`src/rtl/dmux16_stream.sv`:
```
// Stream demultiplexer: steers each input word by in_sel into one of two
// independent per-channel FIFOs (0 = channel A, 1 = channel B), with delivery counters.
module dmux16_stream #(
    parameter int WIDTH = 16,
    parameter int DEPTH = 2
) (
    input  logic             clock,
    input  logic             reset_n,
    input  logic [WIDTH-1:0] in_data,
    input  logic             in_sel,
    input  logic             in_valid,
    output logic             in_ready,
    output logic [WIDTH-1:0] a_data,
    output logic             a_valid,
    input  logic             a_ready,
    output logic [WIDTH-1:0] b_data,
    output logic             b_valid,
    input  logic             b_ready,
    output logic [7:0]       a_count,
    output logic [7:0]       b_count
);

    localparam int PTR_W = (DEPTH > 2) ? $clog2(DEPTH) : 1;
    localparam int OCC_W = $clog2(DEPTH + 1);

    logic [1:0]       out_ready;
    logic [1:0]       out_valid;
    logic [1:0]       full;
    logic [1:0]       push;
    logic [1:0]       pop;
    logic [1:0]       sel_onehot;
    logic             accept;
    logic [WIDTH-1:0] head_data [2];
    logic [7:0]       count_out [2];

    assign out_ready  = {b_ready, a_ready};
    assign sel_onehot = {in_sel, ~in_sel};

    // A full FIFO still accepts when its head leaves on the same edge.
    assign in_ready = reset_n && (!full[in_sel] || pop[in_sel]);
    assign accept   = in_valid && in_ready;

    genvar gi;
    generate
        for (gi = 0; gi < 2; gi++) begin : g_chan
            logic [WIDTH-1:0] mem [DEPTH];
            logic [PTR_W-1:0] wr_ptr_reg;
            logic [PTR_W-1:0] rd_ptr_reg;
            logic [OCC_W-1:0] occ_reg;
            logic [7:0]       count_reg;

            assign full[gi]      = (occ_reg == OCC_W'(DEPTH));
            assign out_valid[gi] = (occ_reg != '0);
            assign pop[gi]       = out_valid[gi] && out_ready[gi];
            assign push[gi]      = accept && sel_onehot[gi];
            assign head_data[gi] = out_valid[gi] ? mem[rd_ptr_reg] : '0;
            assign count_out[gi] = count_reg;

            // Storage carries no reset; stale entries are unreachable once occupancy is zero.
            always_ff @(posedge clock) begin
                if (push[gi]) begin
                    mem[wr_ptr_reg] <= in_data;
                end
            end

            always_ff @(posedge clock) begin
                if (!reset_n) begin
                    wr_ptr_reg <= '0;
                    rd_ptr_reg <= '0;
                    occ_reg    <= '0;
                    count_reg  <= '0;
                end else begin
                    if (push[gi]) begin
                        wr_ptr_reg <= wr_ptr_reg + 1'b1;
                    end
                    if (pop[gi]) begin
                        rd_ptr_reg <= rd_ptr_reg + 1'b1;
                        count_reg  <= count_reg + 8'd1;
                    end
                    case ({push[gi], pop[gi]})
                        2'b10:   occ_reg <= occ_reg + 1'b1;
                        2'b01:   occ_reg <= occ_reg - 1'b1;
                        default: occ_reg <= occ_reg;
                    endcase
                end
            end
        end
    endgenerate

    assign a_data  = head_data[0];
    assign b_data  = head_data[1];
    assign a_valid = out_valid[0];
    assign b_valid = out_valid[1];
    assign a_count = count_out[0];
    assign b_count = count_out[1];

endmodule
```
`config.mk`:
```
export PLATFORM = sky130hd
export DESIGN_NAME = dmux16_stream
export DESIGN_NICKNAME = d
export VERILOG_FILES = /design/src/rtl/dmux16_stream.sv
export SDC_FILE = /design/constraint.sdc
export NUM_CORES = 1
export LEC_CHECK = 0
export BUFFER_PORTS_ARGS = -buffer_cell sky130_fd_sc_hd__buf_2
export CORE_MARGIN = 2
export CORE_UTILIZATION = 25
export DETAILED_ROUTE_END_ITERATION = 8
export GPL_TIMING_DRIVEN = 0
export PLACE_DENSITY = 0.45
export REMOVE_ABC_BUFFERS = 1
export SETUP_SLACK_MARGIN = 0.1
export SYNTH_ARGS = -nofsm -noshare
export SYNTH_HDL_FRONTEND = slang
export SYNTH_SLANG_ARGS = --single-unit
```
`constraint.sdc`:
```
create_clock -name clock -period 3.8 [get_ports clock]
set_input_delay 0.38 -clock clock [delete_from_list [all_inputs] [get_ports clock]]
set_output_delay 0.38 -clock clock [all_outputs]
set_load 0.005 [all_outputs]
```
; After elaboration in Yosys (flattened, before gate mapping)
; Memory sizes are Yosys's and may differ from the RTL's. A register that Yosys moved wholly into a read port is not among the register bits.
; Cells that the tools add are included.
[word_totals]
mem_count = 2
output_inout_bits = 51
ramBits = 64
elab_cells = 56
in_bits = 22
ff_bits = 24
[memory_table]
columns = name, words, word_bits, rd, rd_ports_with_merged_regs, write_ports, line_no
row1 = g_chan[0].mem, 2, 16, 1, 1, 1, 46  ; logic [WIDTH-1:0] mem [DEPTH];
row2 = g_chan[1].mem, 2, 16, 1, 1, 1, 46
[classes]
bitwise = 1
n_mux = 16
n_eq_ne = 6
n_lt_le_gt_ge = 1
reduce_logical = 12
add_sub_neg = 10
[ops]
columns = op, n
row1 = two-way mux 16 bit, 2
row2 = "adder 8 x 1 -> 8 bit, second input constant", 2
row3 = two-way mux 1 bit, 12
row4 = "== test 2 bit, second input constant", 4
row5 = case mux 2 bit (2 select lines), 2
row6 = nonzero test 2 bit, 4
row7 = logical AND 1 bit, 6
row8 = "adder 1 bit, second input constant", 4
row9 = "adder 2 x 1 -> 2 bit, second input constant", 2
row10 = "== test 2 x 1 -> 1 bit, second input constant", 2
row11 = "subtractor 2 x 1 -> 2 bit, second input constant", 2
row12 = "< comparator 1 x 2 -> 1 bit, second input constant", 1
row13 = logical NOT 1 bit, 1
row14 = logical OR 1 bit, 1
row15 = inverter 1 bit, 1

; Logic depth before layout (Yosys ltp)
; Gate-level depths: netlist of the first run.
[logic_depth]
word_depth = 10
depth_mapped = 8
mapped_depth_nobuf = 7

; Worst setup path after synthesis of the first run
; Ideal clock, no wire load.
[synth_path]
path_type = input -> register
startpoint = input port in_valid
endpoint = memory g_chan[0].mem[0][0] (enable)
path_slack_ns = 0.994
t_arrival_ns = 2.368
setup_ns = 0.438
stages = 2
path_cell_list = and2_1 > nor4b_1
[synth_between]
elab_chain_len = 4
[synth_lines]
columns = item, line_no
row1 = "start, declared", 11  ; input logic in_valid,
row2 = logical AND 1 bit, 41  ; assign accept = in_valid && in_ready;
row3 = logical AND 1 bit, 55  ; assign push[gi] = accept && sel_onehot[gi];
row4 = two-way mux 1 bit, 61  ; if (push[gi]) begin
row5 = two-way mux 1 bit (implied by the code), 62  ; mem[wr_ptr_reg] <= in_data;
row6 = "end, declared", 46
; No other way between the ends.

==> impl_metrics.csv, run 1 <==
group,metric,value,unit
outcome,status,"complete, no violations",
placed_design,gp_congestion,0.699,
clocking,cts-buffers-inserted,9,
yosys,yosysSeqAreaShare,67.8,%
floorplanning,row_count,43,
yosys,ys_types,30,
global_routing,grt_max_degree,21,
final_layout,syn_to_final_growth,25.5,%
yosys,async_reset_ff_share,0,%
setup_path,path_cells,"mux2i_1 -> nor2_1 -> buf_2",
sta,fin_crit_sh,61.4,%
placed_design,dp_cells,517,
power_and_ir_drop,p_per_area,526,nW/um^2
clocking,htree_levels,3,
clocking,cts_tree,"built",
setup_path,path_delay_family,"flip-flops",
sta,max_freq,429,MHz
final_layout,final_nets,374,
sta,setup_ws,1470,ps
final_layout,final_cells,534,
setup_path,critPathMaxFanout,16,
final_layout,fin_area,4520,um^2
global_routing,grt_util_met2,17.7,%
global_routing,grt-busiest-layer,"met2",
final_layout,final_layout_size_suffix_gt1_share,28.0,%
setup_path,worst_ep_arrival_time,1950,ps
floorplanning,io_pins,73,
global_routing,grt.met1_usage,13.6,%
sta,fin_crit,2330,ps
sta,drv_slew,0,
sta,finalSetupTns,0,ps
placed_design,hpwlAfterDp,5290,um
global_routing,grt_pass1_vias,2260,
setup_path,cp-end-kind,"primary output",
clocking,cts_resized,0,
clocking,clockBufferDepth,2,
sta,worst_pin_slew,1170,ps
clocking,postCtsSetupBuffers,0,
yosys,yosysTopAreaCellShare,53.4,%
floorplanning,start_util,25.7,%
route,drtAntennaViolNets,0,
floorplanning,die-area,15400,um^2
power_and_ir_drop,leakage,0.00171,uW
final_layout,largest_reg_flops,64,
final_layout,regMostFlops,"g_chan.mem",
yosys,yosys-top-cells-area,"edfxtp_1, dfxtp_1, mux2i_1",
yosys,syn_avg_cell_area,13.3,um^2
clocking,clock_latency,340,ps
setup_path,cp_slowest_stage_delay,1090,ps
placed_design,io_buffers,72,
route,wire_per_inst,15.0,um
global_routing,grt_util_met3,5.13,%
yosys,synth_edf_count,64,
worst_hold_path,hp-class,"in2reg",
floorplanning,coreArea,14000,um^2
global_routing,grt_first_pass_wirelength,12400,um
clocking,hold_buffers,0,
yosys,synth_top_cell_by_area,"edfxtp_1",
flow_run,max-cap-violations,0,
final_layout,final_util,32.3,%
route,post-route-drc-count,0,
setup_path,required,3420,ps
clocking,cts.sinks,90,
setup_path,critPathSlowestCell,"dfxtp_1",
floorplanning,die_h,124,um
route,vias,2292,
clocking,path_clk_slew,70,ps
yosys,ys.flop_type,"edfxtp_1",
clocking,cts_root_buf,"clkbuf_16",
final_layout,fill_cells,1427,
placed_design,place_ws,1570,ps
setup_path,critPathBufInv,1,
route,drtPass1Iterations,4,
power_and_ir_drop,peakVddDrop,0.000179,V
route,first_iter_violations,187,
yosys,syn_inst,271,
global_routing,grt_use_total,11.2,%
route,vias_per_cell,4.29,
yosys,synth_area,3600,um^2
sta,setup_violations,0,
global_routing,overflow,0,
placed_design,placedInstanceArea,4220,um^2
yosys,synth-seq-cells,90,
setup_path,r2r_slack,1790,ps
sta,relSlewSlack,22.2,%
route,routed_wl,8020,um
setup_path,startpoint_type,"flip-flop",
setup_path,worstSetupPathType,"reg2out",
yosys,synth_warnings,0,
sta,finalClockSkew,5.83,ps
sta,rsz0062_at_grt,"false",
sta,hold_violations,0,
floorplanning,fp.dieW,124,um
global_routing,antenna_found_initial,0,
[logic make-up after synthesis]
| group | count (synthesis) | share of synthesized area [%] |
|---|---|---|
| flops | 90 | 67.8 |
| simple gates | 86 | 10.8 |
| mux | 39 | 10.8 |
| compound gates | 24 | 4.55 |
| buf+inv | 18 | 2.15 |
| xor+xnor | 10 | 2.43 |
| fa+ha+maj | 4 | 1.39 |
[cell type report]
cell class / count / area [um^2] / share of cell area [%]
Inverter: 7 / 26.3 / 0.582
Clock buffer: 10 / 229 / 5.07
Multi-Input combinational cell: 163 / 1090 / 24.2
Sequential cell: 90 / 2440 / 54.1
Tap cell: 180 / 225 / 4.98
Timing Repair Buffer: 77 / 433 / 9.58
Antenna cell: 1 / 2.50 / 0.0554
Clock inverter: 6 / 65.1 / 1.44
[stage by stage]
stage	hold WS [ps]	power [uW]
after global placement	457	1500
after global routing	236	2510
after detailed placement	472	1530
after floorplan	446	1340
final	251	2380
after CTS	239	2420
[synthesized netlist by cell type (2+ instances only)]
library cell,instances
nor2_1,52
mux2i_1,39
clkbuf_1,5
and3_1,2
o211ai_1,2
o31ai_1,4
o21ai_0,4
or3_1,4
dfxtp_1,26
nand2_1,10
or4_1,4
o21ai_2,2
xor2_1,8
nand3_1,2
edfxtp_1,64
nand4_1,4
ha_1,4
nand2b_1,5
inv_1,7
xnor2_1,2
a21oi_1,8
buf_2,5
[cell usage in the layout (no fill, tap or decap), types with 3 or more instances in the layout]
master     count
a21oi_1        8
buf_2         72
clkbuf_16      9
dfxtp_1       26
edfxtp_1      64
ha_1           4
inv_1          7
mux2i_1       39
nand2_1       10
nand2b_1       5
nand4_1        4
nor2_1        49
nor2_2         3
o21ai_0        4
o31ai_1        4
or3_1          4
or4_1          4
xor2_1         8
[worst paths after layout]
path / startpoint / endpoint / cells past startpoint
worst max-delay path: flip-flop / b_data[5] / 3
worst min-delay path: in_data[8] / g_chan[0].mem[0][8]$_DFFE_PP_ / 1
worst max register to register: g_chan[0].occ_reg[0]$_SDFFE_PN0P_ / g_chan[0].mem[1][13]$_DFFE_PP_ / 3
worst min register to register: a_count[7]$_SDFFE_PN0P_ / a_count[7]$_SDFFE_PN0P_ / 2
[metal layers]
metal  routed length [um]  up-vias
met5                    0        -
met3                  589       12
li1                     -     1136
met2                 3620       67
met4                  100        0
met1                 3710     1077
[where the power goes]
| group | internal [uW] | leakage, uW | switching [uW] | total (uW) |
|---|---|---|---|---|
| sequential | 1090 | 0.000792 | 65.9 | 1160 |
| combinational | 166 | 0.000774 | 179 | 344 |
| clock | 512 | 0.000143 | 367 | 879 |
| total | 1770 | 0.00171 | 612 | 2380 |
Power figures use the tool's default switching activity.
==> inputs of run 2 (changes only) <==
--- a/config.mk
+++ b/config.mk
@@ -5,12 +5,13 @@
 export SDC_FILE = /design/constraint.sdc
 export NUM_CORES = 1
 export LEC_CHECK = 0
+export ABC_AREA = 1
 export BUFFER_PORTS_ARGS = -buffer_cell sky130_fd_sc_hd__buf_2
 export CORE_MARGIN = 2
 export CORE_UTILIZATION = 25
 export DETAILED_ROUTE_END_ITERATION = 8
 export GPL_TIMING_DRIVEN = 0
-export PLACE_DENSITY = 0.45
+export PLACE_DENSITY = 0.44
 export REMOVE_ABC_BUFFERS = 1
 export SETUP_SLACK_MARGIN = 0.1
 export SYNTH_ARGS = -nofsm -noshare
==> constraint.sdc (replaced) <==
create_clock -name clock -period 2.15 [get_ports clock]
set_input_delay 0.215 -clock clock [delete_from_list [all_inputs] [get_ports clock]]
set_output_delay 0.215 -clock clock [all_outputs]
set_load 0.005 [all_outputs]
==> impl_metrics.csv, run 2 <==
group,metric,value,unit
flow_run,max-cap-violations,0,
worst_hold_path,whs_path_depth,1,
sta,drv_slew,0,
yosys,synth-seq-cells,90,
sta,fin_crit,1900,ps
clocking,hold_buffers,0,
final_layout,fill_cells,1539,
yosys,yosysSeqAreaShare,65.1,%
route,routed_wl,8850,um
route,vias,2690,
yosys,yosysTopAreaCellShare,51.2,%
setup_path,critPathMaxFanout,17,
yosys,synth_area,3750,um^2
yosys,syn_inst,363,
setup_path,path_cells,"nor2_4 -> nor2_8 -> ha_1 -> a21oi_1 -> o21ai_0 -> o21ai_0 -> a21oi_1",
setup_path,cp_slowest_stage_delay,550,ps
placed_design,io_buffers,72,
sta,fin_crit_sh,88.2,%
setup_path,required,2380,ps
clocking,cts-buffers-inserted,9,
global_routing,grt_pass1_vias,2636,
clocking,htree_levels,3,
yosys,synth_commonest_cells,"nand2_1, edfxtp_1, a21oi_1, inv_1, dfxtp_1",
global_routing,antenna_found_initial,1,
route,vias_per_cell,4.25,
yosys,synth_edf_count,64,
clocking,cts_tree,"built",
setup_path,path_delay_family,"simple AND/OR/NAND/NOR gates",
power_and_ir_drop,p_per_area,834,nW/um^2
power_and_ir_drop,leakage,0.00192,uW
final_layout,antenna_cells,0,
final_layout,largest_reg_flops,64,
yosys,async_reset_ff_share,0,%
setup_path,critPathBufInv,0,
setup_path,critPathSlowestCell,"nor2_4",
sta,hold_violations,0,
yosys,synth_top_cell_by_area,"edfxtp_1",
sta,relSlewSlack,55.7,%
sta,rsz0062_at_grt,"false",
clocking,path_clk_slew,60,ps
floorplanning,coreArea,14600,um^2
worst_hold_path,hp-class,"in2reg",
route,first_iter_violations,148,
final_layout,final_cells,633,
final_layout,final_layout_size_suffix_gt1_share,27.6,%
route,drtPass1Iterations,6,
setup_path,cp-end-kind,"flip-flop",
floorplanning,fp.dieW,126,um
placed_design,hpwlAfterDp,5740,um
final_layout,syn_to_final_growth,24.4,%
sta,worst_pin_slew,662,ps
placed_design,placedInstanceArea,4340,um^2
final_layout,regMostFlops,"g_chan.mem",
clocking,clockBufferDepth,2,
setup_path,worst_ep_arrival_time,2120,ps
placed_design,dp_cells,612,
setup_path,r2r_cells,7,
global_routing,grt_use_total,11.6,%
floorplanning,die-area,16000,um^2
yosys,ys.flop_type,"edfxtp_1",
placed_design,gp_congestion,0.717,
setup_path,startpoint_type,"flip-flop",
sta,setup_violations,0,
global_routing,overflow,0,
route,drtAntennaViolNets,0,
yosys,synth_warnings,0,
power_and_ir_drop,peakVddDrop,0.000378,V
outcome,status,"complete, no violations",
sta,finalSetupTns,0,ps
yosys,ys_types,22,
global_routing,grt_first_pass_wirelength,14000,um
yosys,yosys-top-cells-area,"edfxtp_1, dfxtp_1, nand2_1",
setup_path,cp.depth,7,
final_layout,final_nets,470,
yosys,syn_avg_cell_area,10.3,um^2
route,wire_per_inst,14.0,um
final_layout,layout_commonest_cell,"nand2_1",
sta,finalClockSkew,5.88,ps
yosys,synth.most_common_cell,"nand2_1",
route,post-route-drc-count,0,
clocking,cts_root_buf,"clkbuf_16",
final_layout,most-common-layout-cells,"nand2_1, buf_2, edfxtp_1",
floorplanning,die_h,126,um
floorplanning,io_pins,73,
clocking,cts.sinks,90,
floorplanning,row_count,44,
clocking,clock_latency,340,ps
setup_path,worstSetupPathType,"reg2reg",
global_routing,grt_max_degree,18,
floorplanning,start_util,25.7,%
final_layout,fin_area,4670,um^2
power_and_ir_drop,p_total,3890,uW
sta,max_freq,527,MHz
## run 2: area by class of cell
type / count / area [um^2] / area share [%]
multi-input cells: 230 / 1150 / 24.6
flip-flops and latches: 90 / 2450 / 52.5
repair buffers: 79 / 428 / 9.17
clock inverters: 6 / 41.3 / 0.884
inverters: 34 / 143 / 3.06
clock buffers: 10 / 229 / 4.90
well taps: 184 / 230 / 4.93
## run 2: logic make-up after synthesis
group,synth area share [%]
AND/OR/NAND/NOR,20.7
flip-flops,65.1
AO/OA/AOI/OAI,8.41
buffers and inverters,4.44
adder cells (fa/ha/maj),1.33
## run 2: power breakdown
part | internal (uW) | switching, uW
clock | 783 | 656
sequential | 1910 | 59.2
combinational | 178 | 303
## run 2: path summary, 6_finish.rpt
kind                            slack (ps)                                end                         startpoint
worst max-delay path                   250  g_chan[0].occ_reg[1]$_SDFFE_PN0P_  g_chan[0].occ_reg[1]$_SDFFE_PN0P_
worst min-delay path                    80      g_chan[1].mem[1][4]$_DFFE_PP_                         in_data[4]
worst max register to register         250  g_chan[0].occ_reg[1]$_SDFFE_PN0P_  g_chan[0].occ_reg[1]$_SDFFE_PN0P_
worst min register to register         440                          flip-flop  g_chan[0].rd_ptr_reg$_SDFFE_PN0P_
## run 2: layer usage
layer  up-vias  global-route usage [%]  share of wire (%)
met5         -                       0               0.12
met3        11                    5.27                7.3
met1      1232                    15.0                 48
li1       1377                       -                  -
met4         2                    3.10                1.1
met2        68                    17.6                 44
## run 2: timing repair
action,in CTS,in global routing
resized for setup,4,5
setup endpoints to repair,32,43
setup buffers,3,2
pin swaps,0,1
## run 2: through the flow
step | setup slack [ps] | util (%) | hold WS [ps]
6_report | 254 | 32.0 | 84.1
5_1_grt | 114 | 32.0 | 60.9
4_1_cts | 146 | 31.8 | 63.8
3_5_place_dp | 34.8 | 29.7 | 435
3_3_place_gp | -544 | 29.5 | 433
2_1_floorplan | 221 | - | 314
==> inputs of run 3 (changes only) <==
==> constraint.sdc (replaced) <==
create_clock -name clock -period 2.15 [get_ports clock]
set_input_delay 0.3225 -clock clock [delete_from_list [all_inputs] [get_ports clock]]
set_output_delay 0.3225 -clock clock [all_outputs]
set_load 0.005 [all_outputs]
==> impl_metrics.csv, run 3 (synthesis gave the netlist of run 2 again) <==
group,metric,value,unit
setup_path,required,1830,ps
final_layout,syn_to_final_growth,24.8,%
placed_design,gp_congestion,0.717,
global_routing,grt_use_total,11.6,%
floorplanning,start_util,25.7,%
global_routing,grt_pass1_vias,2636,
clocking,cts-buffers-inserted,9,
power_and_ir_drop,leakage,0.00193,uW
outcome,status,"complete, no violations",
floorplanning,row_count,44,
placed_design,place_ws,-72.7,ps
setup_path,r2r-start,"g_chan[0].occ_reg[1]$_SDFFE_PN0P_",
sta,drv_slew,0,
global_routing,overflow,0,
final_layout,most-common-layout-cells,"nand2_1, buf_2, edfxtp_1",
route,wire_per_inst,14.0,um
clocking,cts_tree,"built",
floorplanning,coreArea,14600,um^2
power_and_ir_drop,p_total,3900,uW
setup_path,critPathMaxFanout,17,
sta,finalClockSkew,5.88,ps
final_layout,final_util,32.1,%
floorplanning,fp.dieW,126,um
final_layout,layout_commonest_cell,"nand2_1",
floorplanning,io_pins,73,
power_and_ir_drop,peakVddDrop,0.000378,V
sta,max_freq,527,MHz
power_and_ir_drop,comb_power_share,12.6,%
clocking,htree_levels,3,
sta,relSlewSlack,55.9,%
sta,rsz0062_at_grt,"false",
clocking,path_clk_slew,60,ps
global_routing,antenna_found_initial,1,
worst_hold_path,hp-class,"in2reg",
sta,fin_crit,1900,ps
setup_path,r2r_slack,250,ps
route,post-route-drc-count,0,
flow_run,max-cap-violations,0,
sta,hold_violations,0,
global_routing,grt_max_degree,18,
route,drtAntennaViolNets,0,
setup_path,worstSetupPathType,"reg2out",
placed_design,io_buffers,72,
setup_path,startpoint_type,"flip-flop",
power_and_ir_drop,clockPowerShare,36.8,%
clocking,clock_latency,340,ps
final_layout,largest_reg_flops,64,
clocking,cts.sinks,90,
setup_path,cp-end-kind,"primary output",
final_layout,antenna_cells,0,
worst_hold_path,min_from,"in_data[4]",
power_and_ir_drop,p_sw,1020,uW
floorplanning,die-area,16000,um^2
clocking,cts_root_buf,"clkbuf_16",
final_layout,final_layout_size_suffix_gt1_share,27.6,%
floorplanning,die_h,126,um
power_and_ir_drop,seqPwrFrac,50.5,%
placed_design,hpwlAfterDp,5740,um
route,drtPass1Iterations,6,
route,routed_wl,8830,um
setup_path,worst_ep_arrival_time,1580,ps
final_layout,regMostFlops,"g_chan.mem",
sta,setup_violations,0,
global_routing,grt_first_pass_wirelength,14000,um
final_layout,final_nets,470,
setup_path,crit_start,"g_chan[0].occ_reg[1]$_SDFFE_PN0P_",
power_and_ir_drop,sw_frac_of_total,26.1,%
power_and_ir_drop,p_per_area,833,nW/um^2
sta,worst_pin_slew,660,ps
power_and_ir_drop,p_int,2880,uW
sta,fin_crit_sh,88.3,%
clocking,clockBufferDepth,2,
route,vias_per_cell,4.25,
sta,setup_ws,252,ps
route,vias,2691,
route,first_iter_violations,152,
[run 3: changes by cell type in the layout (fill, tap and decap cells not counted)]
cell / change
dfxtp_2: -1
dfxtp_4: +1
buf_12: +1
buf_4: -1
[run 3: stage by stage]
step / cells / hold WS (ps) / TNS [ps] / area [um^2]
after floorplan: 354 / 421 / 0 / 3710
after global placement: 610 / 435 / -21780 / 4300
after detailed placement: 612 / 444 / -1080 / 4340
after CTS: 631 / 171 / 0 / 4640
after global routing: 633 / 168 / 0 / 4680
final: 633 / 191 / 0 / 4680
[run 3: layout make-up]
type	instances	area, um^2
fill	1536	9910
sequential	90	2450
multi-input combinational	230	1150
timing repair buffer	79	440
tap	184	230
clock buffer	10	229
inverter	34	143
clock inverter	6	41.3
[run 3: critical path, stage by stage, from the launching register on]
cell     delay [ps]
dfxtp_1         360
nor2_4          550
a21oi_1         150
buf_2           170
[run 3: what timing repair did]
item                                    CTS  global route
pin swaps                                 0             1
buffers inserted                          3             2
endpoints found under the setup margin   32            70
gates resized for setup                   4             6
hold buffers                              0             0
cloned                                    0             0
[run 3: path summary, 6_finish.rpt]
kind	end	depth (start not counted)
setup / recovery	a_data[0]	3
hold / removal	g_chan[1].mem[1][4]$_DFFE_PP_	1
hold reg to reg	flip-flop	1
setup reg to reg	g_chan[0].occ_reg[1]$_SDFFE_PN0P_	7
[run 3: metal layers]
| layer | vias to the layer above | part of all wire (%) | track usage (%) |
|---|---|---|---|
| met3 | 11 | 7.7 | 5.27 |
| met4 | 2 | 1.1 | 3.10 |
| met1 | 1227 | 47 | 15.0 |
| met2 | 74 | 44 | 17.6 |
| li1 | 1377 | - | - |
| met5 | - | 0.12 | 0 |
[run 3: power groups by stage]
stage / clock [uW] / combinational, uW / sequential, uW
after global routing: 1560 / 557 / 1980
after detailed placement: 0 / 473 / 2010
after global placement: 0 / 463 / 2010
after floorplan: 0 / 247 / 1990
final: 1440 / 493 / 1970
after CTS: 1500 / 482 / 1970
